File: src/rtl/accumulator_sequencer.sv
// Sequencer that clears an external accumulator, feeds it `count` operands and captures the sum.
// Optional FETCH stall abort is compiled in with `define ACC_SEQ_TIMEOUT_EN.
module accumulator_sequencer #(
  parameter int Word_Length    = 8,
  parameter int CNT_W          = 4,
  parameter int TIMEOUT_CYCLES = 16
) (
  input  logic                   clk,
  input  logic                   reset,
  input  logic                   start,
  input  logic [CNT_W-1:0]       count,
  input  logic                   op_valid,
  input  logic [Word_Length-1:0] op_data,
  output logic                   op_ready,
  output logic                   acc_clear,
  output logic                   acc_enable,
  output logic [Word_Length-1:0] acc_data,
  output logic                   acc_read,
  input  logic [Word_Length-1:0] acc_result,
  output logic [Word_Length-1:0] result,
  output logic                   busy,
  output logic                   done,
  output logic                   timeout,
  output logic [2:0]             fsm_state
);

  typedef enum logic [2:0] {
    S_IDLE    = 3'd0,
    S_CLEAR   = 3'd1,
    S_FETCH   = 3'd2,
    S_ACCUM   = 3'd3,
    S_READ    = 3'd4,
    S_CAPTURE = 3'd5,
    S_DONE    = 3'd6
  } state_t;

  state_t           state;
  state_t           nxt;
  logic [CNT_W-1:0] remaining;
  logic             xfer;
  logic             abort;

  // Handshake: an operand moves only on a cycle where op_valid and op_ready are both high;
  // op_ready is a registered copy of "in FETCH", so it is never high in any other state.
  assign xfer      = op_ready && op_valid;
  assign fsm_state = state;

`ifdef ACC_SEQ_TIMEOUT_EN
  localparam int STALL_W = $clog2(TIMEOUT_CYCLES + 1);
  logic [STALL_W-1:0] stall;

  // The abort fires on the TIMEOUT_CYCLES-th consecutive FETCH cycle without a transfer.
  assign abort = (state == S_FETCH) && !xfer &&
                 (stall == STALL_W'(TIMEOUT_CYCLES - 1));

  always_ff @(posedge clk) begin
    if (reset) begin
      stall   <= '0;
      timeout <= 1'b0;
    end else begin
      timeout <= abort;
      if ((state == S_FETCH) && !xfer && !abort) stall <= stall + STALL_W'(1);
      else                                      stall <= '0;
    end
  end
`else
  assign abort   = 1'b0;
  assign timeout = 1'b0;
`endif

  always_comb begin
    nxt = state;
    case (state)
      S_IDLE:    if (start) nxt = S_CLEAR;
      S_CLEAR:   nxt = (remaining != '0) ? S_FETCH : S_READ;
      S_FETCH:   begin
        if (xfer)       nxt = S_ACCUM;
        else if (abort) nxt = S_DONE;
      end
      S_ACCUM:   nxt = (remaining != '0) ? S_FETCH : S_READ;
      S_READ:    nxt = S_CAPTURE;
      S_CAPTURE: nxt = S_DONE;
      S_DONE:    nxt = S_IDLE;
      default:   nxt = S_IDLE;
    endcase
  end

  // Every output is a registered decode of the next state, so they all line up with `state`.
  always_ff @(posedge clk) begin
    if (reset) begin
      state      <= S_IDLE;
      remaining  <= '0;
      op_ready   <= 1'b0;
      acc_clear  <= 1'b0;
      acc_enable <= 1'b0;
      acc_read   <= 1'b0;
      acc_data   <= '0;
      result     <= '0;
      busy       <= 1'b0;
      done       <= 1'b0;
    end else begin
      state      <= nxt;
      op_ready   <= (nxt == S_FETCH);
      acc_clear  <= (nxt == S_CLEAR);
      acc_enable <= (nxt == S_ACCUM);
      acc_read   <= (nxt == S_READ) || (nxt == S_CAPTURE);
      busy       <= (nxt != S_IDLE);
      done       <= (nxt == S_DONE);
      if ((state == S_IDLE) && start) remaining <= count;
      else if (xfer)                  remaining <= remaining - CNT_W'(1);
      if (xfer) acc_data <= op_data;
      if (state == S_CAPTURE) result <= acc_result;
    end
  end

endmodule

File: config.mk
export PLATFORM = sky130hd
export DESIGN_NAME = accumulator_sequencer
export DESIGN_NICKNAME = d
export VERILOG_FILES = /design/src/rtl/accumulator_sequencer.sv
export SDC_FILE = /design/constraint.sdc
export NUM_CORES = 1
export LEC_CHECK = 0
export ABC_CLOCK_PERIOD_IN_PS = 2670
export CAP_MARGIN = 20
export CORE_MARGIN = 1
export CORE_UTILIZATION = 64
export CTS_CLUSTER_SIZE = 14
export DETAILED_ROUTE_END_ITERATION = 8
export DONT_BUFFER_PORTS = 1
export PLACE_DENSITY = 0.8
export SYNTH_ARGS = -nofsm -noshare
export SYNTH_HDL_FRONTEND = slang
export SYNTH_SLANG_ARGS = --single-unit
File: constraint.sdc
create_clock -name clk -period 2.67 [get_ports clk]
set_clock_uncertainty 0.05 [all_clocks]
set_input_delay 0.4005 -clock clk [delete_from_list [all_inputs] [get_ports clk]]
set_output_delay 0.4005 -clock clk [all_outputs]
set_load 0.01 [all_outputs]
==> results.toml, run 1 <==
[floorplan]
die_h_um = 43.9
die_w_um = 43.9
rows = 14
ios = 50
die_area_um2 = 1920
coreArea_um2 = 1580
start_util_pct = 71.1

[critical_path]
rrSetupSlack_ns = 1.12
r2r-start = "fsm_state[2]"
critPathMaxStageDelay_ns = 0.68
r2r_cells = 3
crit_family = "simple AND/OR/NAND/NOR gates"
crit_arrival_ns = 1.70
start_kind = "flop"
required_ns = 2.81
critical_path_class = "reg -> reg"
cp_max_fo = 13
r2r_end = "remaining[1]"
path_cells = "or4b_1 -> o211ai_1 -> a21oi_1"
crit_buf_inv = 0
end_kind = "flop"
cp_slowest_cell = "or4b_1"

[sta]
finalMaxSlewViolations = 0
fmax_mhz = 643
rsz0062_at_grt = "false"
setup_viol = 0
hold_violations = 0
fin_crit_ns = 1.55
fin_crit_sh_pct = 58.2
holdWs_ns = 0.0926
fin_tns_setup_ns = 0
worst_pin_slew_ns = 0.552
relSlewSlack_pct = 62.8

[synthesis]
synth-seq-cells = 29
synth_ff_type = "dfxtp_1"
postSynthCellCount = 122
synth_edf_count = 0
synth_most_common_cell = "dfxtp_1"
synth.area.top_cells = "dfxtp_1, mux2i_1, nand2_1"
ys_top_cells_by_count = "dfxtp_1, nand2_1, nor2_1"
syn_area_per_cell_um2 = 9.19
synth.cell_area_um2 = 1120
yosysSeqAreaShare_pct = 51.8
synth.distinct_cells = 33
synth_top_area_share_pct = 51.8
synth_top_cell_by_area = "dfxtp_1"
syn_nets = 147
synth-async-reset-ratio_pct = 0
synth_warnings = 0

[route]
avgRoutedWirePerCell_um = 14.6
drt_iter0_markers = 17
wl_mm = 2.03
postRouteAntennaNets = 0
via_count = 812
route.detailed.drc = 2
via_per_inst = 5.84
first_pass_iters = 9

[cells_and_area]
nets = 147
diodes = 0
fillers = 112
layout-drive-gt1-share_pct = 8.94
area_growth_pct = 6.36

[global_routing]
grt.overflow.total = 0
antenna_found_initial = 0
grt_pass1_vias = 729
grtUsageTotal_pct = 22.5
grt_pass1_wl_mm = 3.08
grt_max_degree = 25

[cts]
cts_hold_buf = 0
clock-root-buffer = "clkbuf_4"
cts_buffer_depth = 2
path_clk_slew_ns = 0.09
numCtsBuffers = 5
cts_tree = "done"
clk_latency_ns = 0.31
clock_sinks = 29
cts_setup_buffers = 0
cts_resized = 0
cts_max_level = 2

[worst_hold_path]
min_path_cells = 1
worstHoldStart = "reset"
hold_class = "in -> reg"
min_to = "fsm_state[2]"

[place]
port_buffers = 0
dp_hpwl_mm = 1.46
place.gp.congestion = 0.819

[status]
status = "finished with violations"
violations = "DRC"

[power]
p_leak_nw = 0.483
power-per-cell-area_nw_per_um2 = 790
ir_drop_v = 0.000509

[flow_run]
maxCapViolCount = 0
## layout make-up
cell class	count	area, µm²	area share [%]
clock buffers	7	55.1	4.62
clock inverters	1	30.0	2.52
inverters	2	7.51	0.630
multi-input cells	84	499	41.9
flip-flops and latches	29	581	48.7
well taps	16	20.0	1.68
## how the worst max path moves through the flow
stage                             from      endpoint  slack (ns)  cells after the start
final                     fsm_state[2]  remaining[1]        1.12                      3
after global routing      fsm_state[2]     result[1]        0.98                      3
after CTS                 fsm_state[2]  remaining[1]        1.13                      3
after detailed placement  fsm_state[2]     result[4]        1.15                      3
after global placement    fsm_state[2]  remaining[3]        1.18                      3
after floorplan           fsm_state[1]  remaining[1]        1.29                      4
## sequential cells by signal (all words and copies together) (netlist names)
register    cells
acc_data        8
result          8
remaining       4
fsm_state       3
acc_clear       1
acc_enable      1
acc_read        1
busy            1
done            1
op_ready        1
## worst register-to-register path, stage by stage (launching register included)
cell      delay [ns]
dfxtp_1         0.45
or4b_1          0.68
o211ai_1        0.16
a21oi_1         0.09
## per-stage QoR
stage               cells  total power [W]  cell area [µm²]  utilization [%]  setup WS, ns
detailed placement    131         0.000588             1110             70.2          1.15
floorplan             122         0.000577             1120                -          1.29
global route          139         0.000983             1190             75.6         0.976
global placement      131         0.000584             1110             70.2          1.18
finish                139         0.000941             1190             75.6          1.12
CTS                   139         0.000951             1190             75.6          1.13
## layout by cell type (no fill, tap or decap), types with 2 or more instances in the layout
master     n
inv_1      2
mux2i_1    8
nand2b_1   2
a21oi_1   13
dfxtp_1   29
a211oi_2   2
nand4b_1   2
clkbuf_4   5
nand2_1   18
nor2_1    15
nor4_1     2
or3_1      2
nand3_1    2
## metal layers
| metal | vias to the layer above | wire length, µm | track usage [%] | share of wire, % |
|---|---|---|---|---|
| met5 | - | 0 | 0 | 0 |
| met4 | 0 | 25 | 10.9 | 1.2 |
| met3 | 6 | 149 | 7.50 | 7.3 |
| met2 | 35 | 962 | 37.0 | 47 |
| met1 | 357 | 896 | 26.3 | 44 |
| li1 | 414 | - | - | - |
## report_power, final
part	internal, W	total (W)	leakage (nW)	switching [W]
registers	0.000459	0.000494	0.236	0.0000354
clock network	0.000224	0.000362	0.0455	0.000139
logic	0.0000391	0.0000849	0.202	0.0000458
total	0.000722	0.000941	0.483	0.000220
## cells by family after synthesis
| group | after synthesis | share of synthesized area [%] |
|---|---|---|
| mux | 8 | 7.14 |
| simple gates | 52 | 22.5 |
| other cells | 1 | 0.335 |
| xor+xnor | 2 | 1.56 |
| flops | 29 | 51.8 |
| buf+inv | 9 | 3.68 |
| compound gates | 20 | 11.8 |
| fa+ha+maj | 1 | 1.12 |
Power figures use the tool's default switching activity.
==> run 2: changes to the inputs <==
--- a/config.mk
+++ b/config.mk
@@ -5,14 +5,14 @@
 export SDC_FILE = /design/constraint.sdc
 export NUM_CORES = 1
 export LEC_CHECK = 0
-export ABC_CLOCK_PERIOD_IN_PS = 2670
+export ABC_CLOCK_PERIOD_IN_PS = 1500
 export CAP_MARGIN = 20
 export CORE_MARGIN = 1
-export CORE_UTILIZATION = 64
+export CORE_UTILIZATION = 59
 export CTS_CLUSTER_SIZE = 14
 export DETAILED_ROUTE_END_ITERATION = 8
 export DONT_BUFFER_PORTS = 1
-export PLACE_DENSITY = 0.8
+export PLACE_DENSITY = 0.75
 export SYNTH_ARGS = -nofsm -noshare
 export SYNTH_HDL_FRONTEND = slang
 export SYNTH_SLANG_ARGS = --single-unit
==> constraint.sdc (replaced) <==
create_clock -name clk -period 1.5 [get_ports clk]
set_clock_uncertainty 0.05 [all_clocks]
set_input_delay 0.225 -clock clk [delete_from_list [all_inputs] [get_ports clk]]
set_output_delay 0.225 -clock clk [all_outputs]
set_load 0.01 [all_outputs]
==> results.toml, run 2 (synthesized netlist as in run 1, its figures left out) <==
[status]
status = "finished clean"

[route]
first_pass_iters = 4
wl_mm = 2.68
avgRoutedWirePerCell_um = 15.7
route.detailed.drc = 0
via_per_inst = 5.61
drt_iter0_markers = 27
via_count = 959
postRouteAntennaNets = 0

[power]
power-per-cell-area_nw_per_um2 = 1240
internal-power_w = 0.00134
p_sw_w = 0.000427
swShare_pct = 24.1
p_comb_share_pct = 14.5
p_seq_share_pct = 48.7
clkPwrFrac_pct = 36.8
p_leak_nw = 0.588
ir_drop_v = 0.000890

[critical_path]
crit_arrival_ns = 1.62
path_cells = "or3_4 -> or3_1 -> a311oi_2"
critPathMaxStageDelay_ns = 0.39
crit_family = "simple AND/OR/NAND/NOR gates"
end_kind = "flop"
cp_max_fo = 3
start_kind = "flop"
rrSetupSlack_ns = 0.06
r2r_end = "remaining[3]"
r2r_cells = 3
required_ns = 1.68
cp_slowest_cell = "or3_4"
r2r-start = "remaining[0]"
critical_path_class = "reg -> reg"
crit_buf_inv = 0

[floorplan]
die_area_um2 = 2080
die_w_um = 45.6
ios = 50
start_util_pct = 64.2
rows = 15
coreArea_um2 = 1750
die_h_um = 45.6

[sta]
setup_viol = 0
fmax_mhz = 695
rsz0062_at_grt = "false"
hold_violations = 0
fin_crit_sh_pct = 95.9
finalMaxSlewViolations = 0
fin_tns_setup_ns = 0
relSlewSlack_pct = 41.9
fin_crit_ns = 1.44
worst_pin_slew_ns = 0.869

[cells_and_area]
diodes = 0
layout-drive-gt1-share_pct = 14.4
nets = 170
reg_top3 = "acc_data (8), result (8), remaining (4)"
area_growth_pct = 27.2
mostFrequentLayoutCell = "dfxtp_1"
final_cell_mix = "dfxtp_1, nand2_1, dlygate4sd3_1"
final_area_um2 = 1430

[cts]
numCtsBuffers = 5
path_clk_slew_ns = 0.09
clock-root-buffer = "clkbuf_4"
clk_latency_ns = 0.31
cts_buffer_depth = 2
cts_tree = "done"
clock_sinks = 29
cts_max_level = 2

[worst_hold_path]
min_path_cells = 2
min_to = "result[1]"
hold_class = "in -> reg"
worstHoldStart = "acc_result[1]"

[place]
dp_hpwl_mm = 1.50
placed_area_um2 = 1170
place.gp.congestion = 0.838
port_buffers = 0

[global_routing]
grt.overflow.total = 0
grt_pass1_vias = 817
grt_pass1_wl_mm = 3.46
antenna_found_initial = 0
grtUsageTotal_pct = 25.0
grt_max_degree = 23

[flow_run]
maxCapViolCount = 0
==> run 2: changes by cell type in the layout (fill, tap and decap cells not counted), sizes merged <==
cell,previous run,this run
dlygate4sd3,0,16
buf,0,7
==> run 2: worst max path at each step <==
stage	endpoint	from	depth (start not counted)
after detailed placement	remaining[0]	fsm_state[1]	3
after global routing	remaining[3]	remaining[0]	3
after floorplan	remaining[1]	fsm_state[1]	4
final	remaining[3]	remaining[0]	3
after global placement	remaining[3]	fsm_state[1]	3
after CTS	remaining[1]	fsm_state[1]	3
==> run 2: routing by layer <==
layer,up-vias,GRT usage (%),part of all wire (%)
li1,465,-,-
met1,440,27.3,38
met2,47,39.7,54
met3,7,13.9,6.3
met4,0,10.3,1.6
met5,-,0,0
==> run 2: metrics by stage <==
stage	power, W	util [%]	hold WS (ns)	cells	setup WS [ns]
after floorplan	0.00103	-	0.240	122	0.117
after global placement	0.00106	67.1	0.242	147	0.130
after detailed placement	0.00107	67.1	0.244	147	0.100
after CTS	0.00175	78.3	0.00182	166	0.0468
after global routing	0.00185	81.7	-0.000407	171	0.0135
final	0.00177	81.7	0.0150	171	0.0616
==> run 2: layout make-up <==
type | instances | area (µm²)
fillers | 114 | 319
clock buffers | 7 | 55.1
repair buffers | 23 | 213
inverters | 2 | 7.51
flip-flops and latches | 29 | 582
clock inverters | 1 | 30.0
well taps | 25 | 31.3
multi-input cells | 84 | 508
==> run 2: power by group through the flow <==
stage | logic (W) | registers (W) | clock network, W
final | 0.000257 | 0.000861 | 0.000651
after global routing | 0.000280 | 0.000867 | 0.000702
after CTS | 0.000229 | 0.000859 | 0.000660
after detailed placement | 0.000195 | 0.000876 | 0
after global placement | 0.000189 | 0.000875 | 0
after floorplan | 0.000147 | 0.000881 | 0
==> run 2: worst register-to-register path, stage by stage (launching register included) <==
cell      delay, ns
dfxtp_1        0.34
or3_4          0.39
or3_1          0.33
a311oi_2       0.23
==> run 2: timing repair <==
item | 4_1_cts | 5_1_grt
endpoints found under the setup margin | 0 | 3
hold buffers | 11 | 5
endpoints found under the hold margin | 23 | 5
gates resized for setup | 0 | 3
buffers inserted | 0 | 0
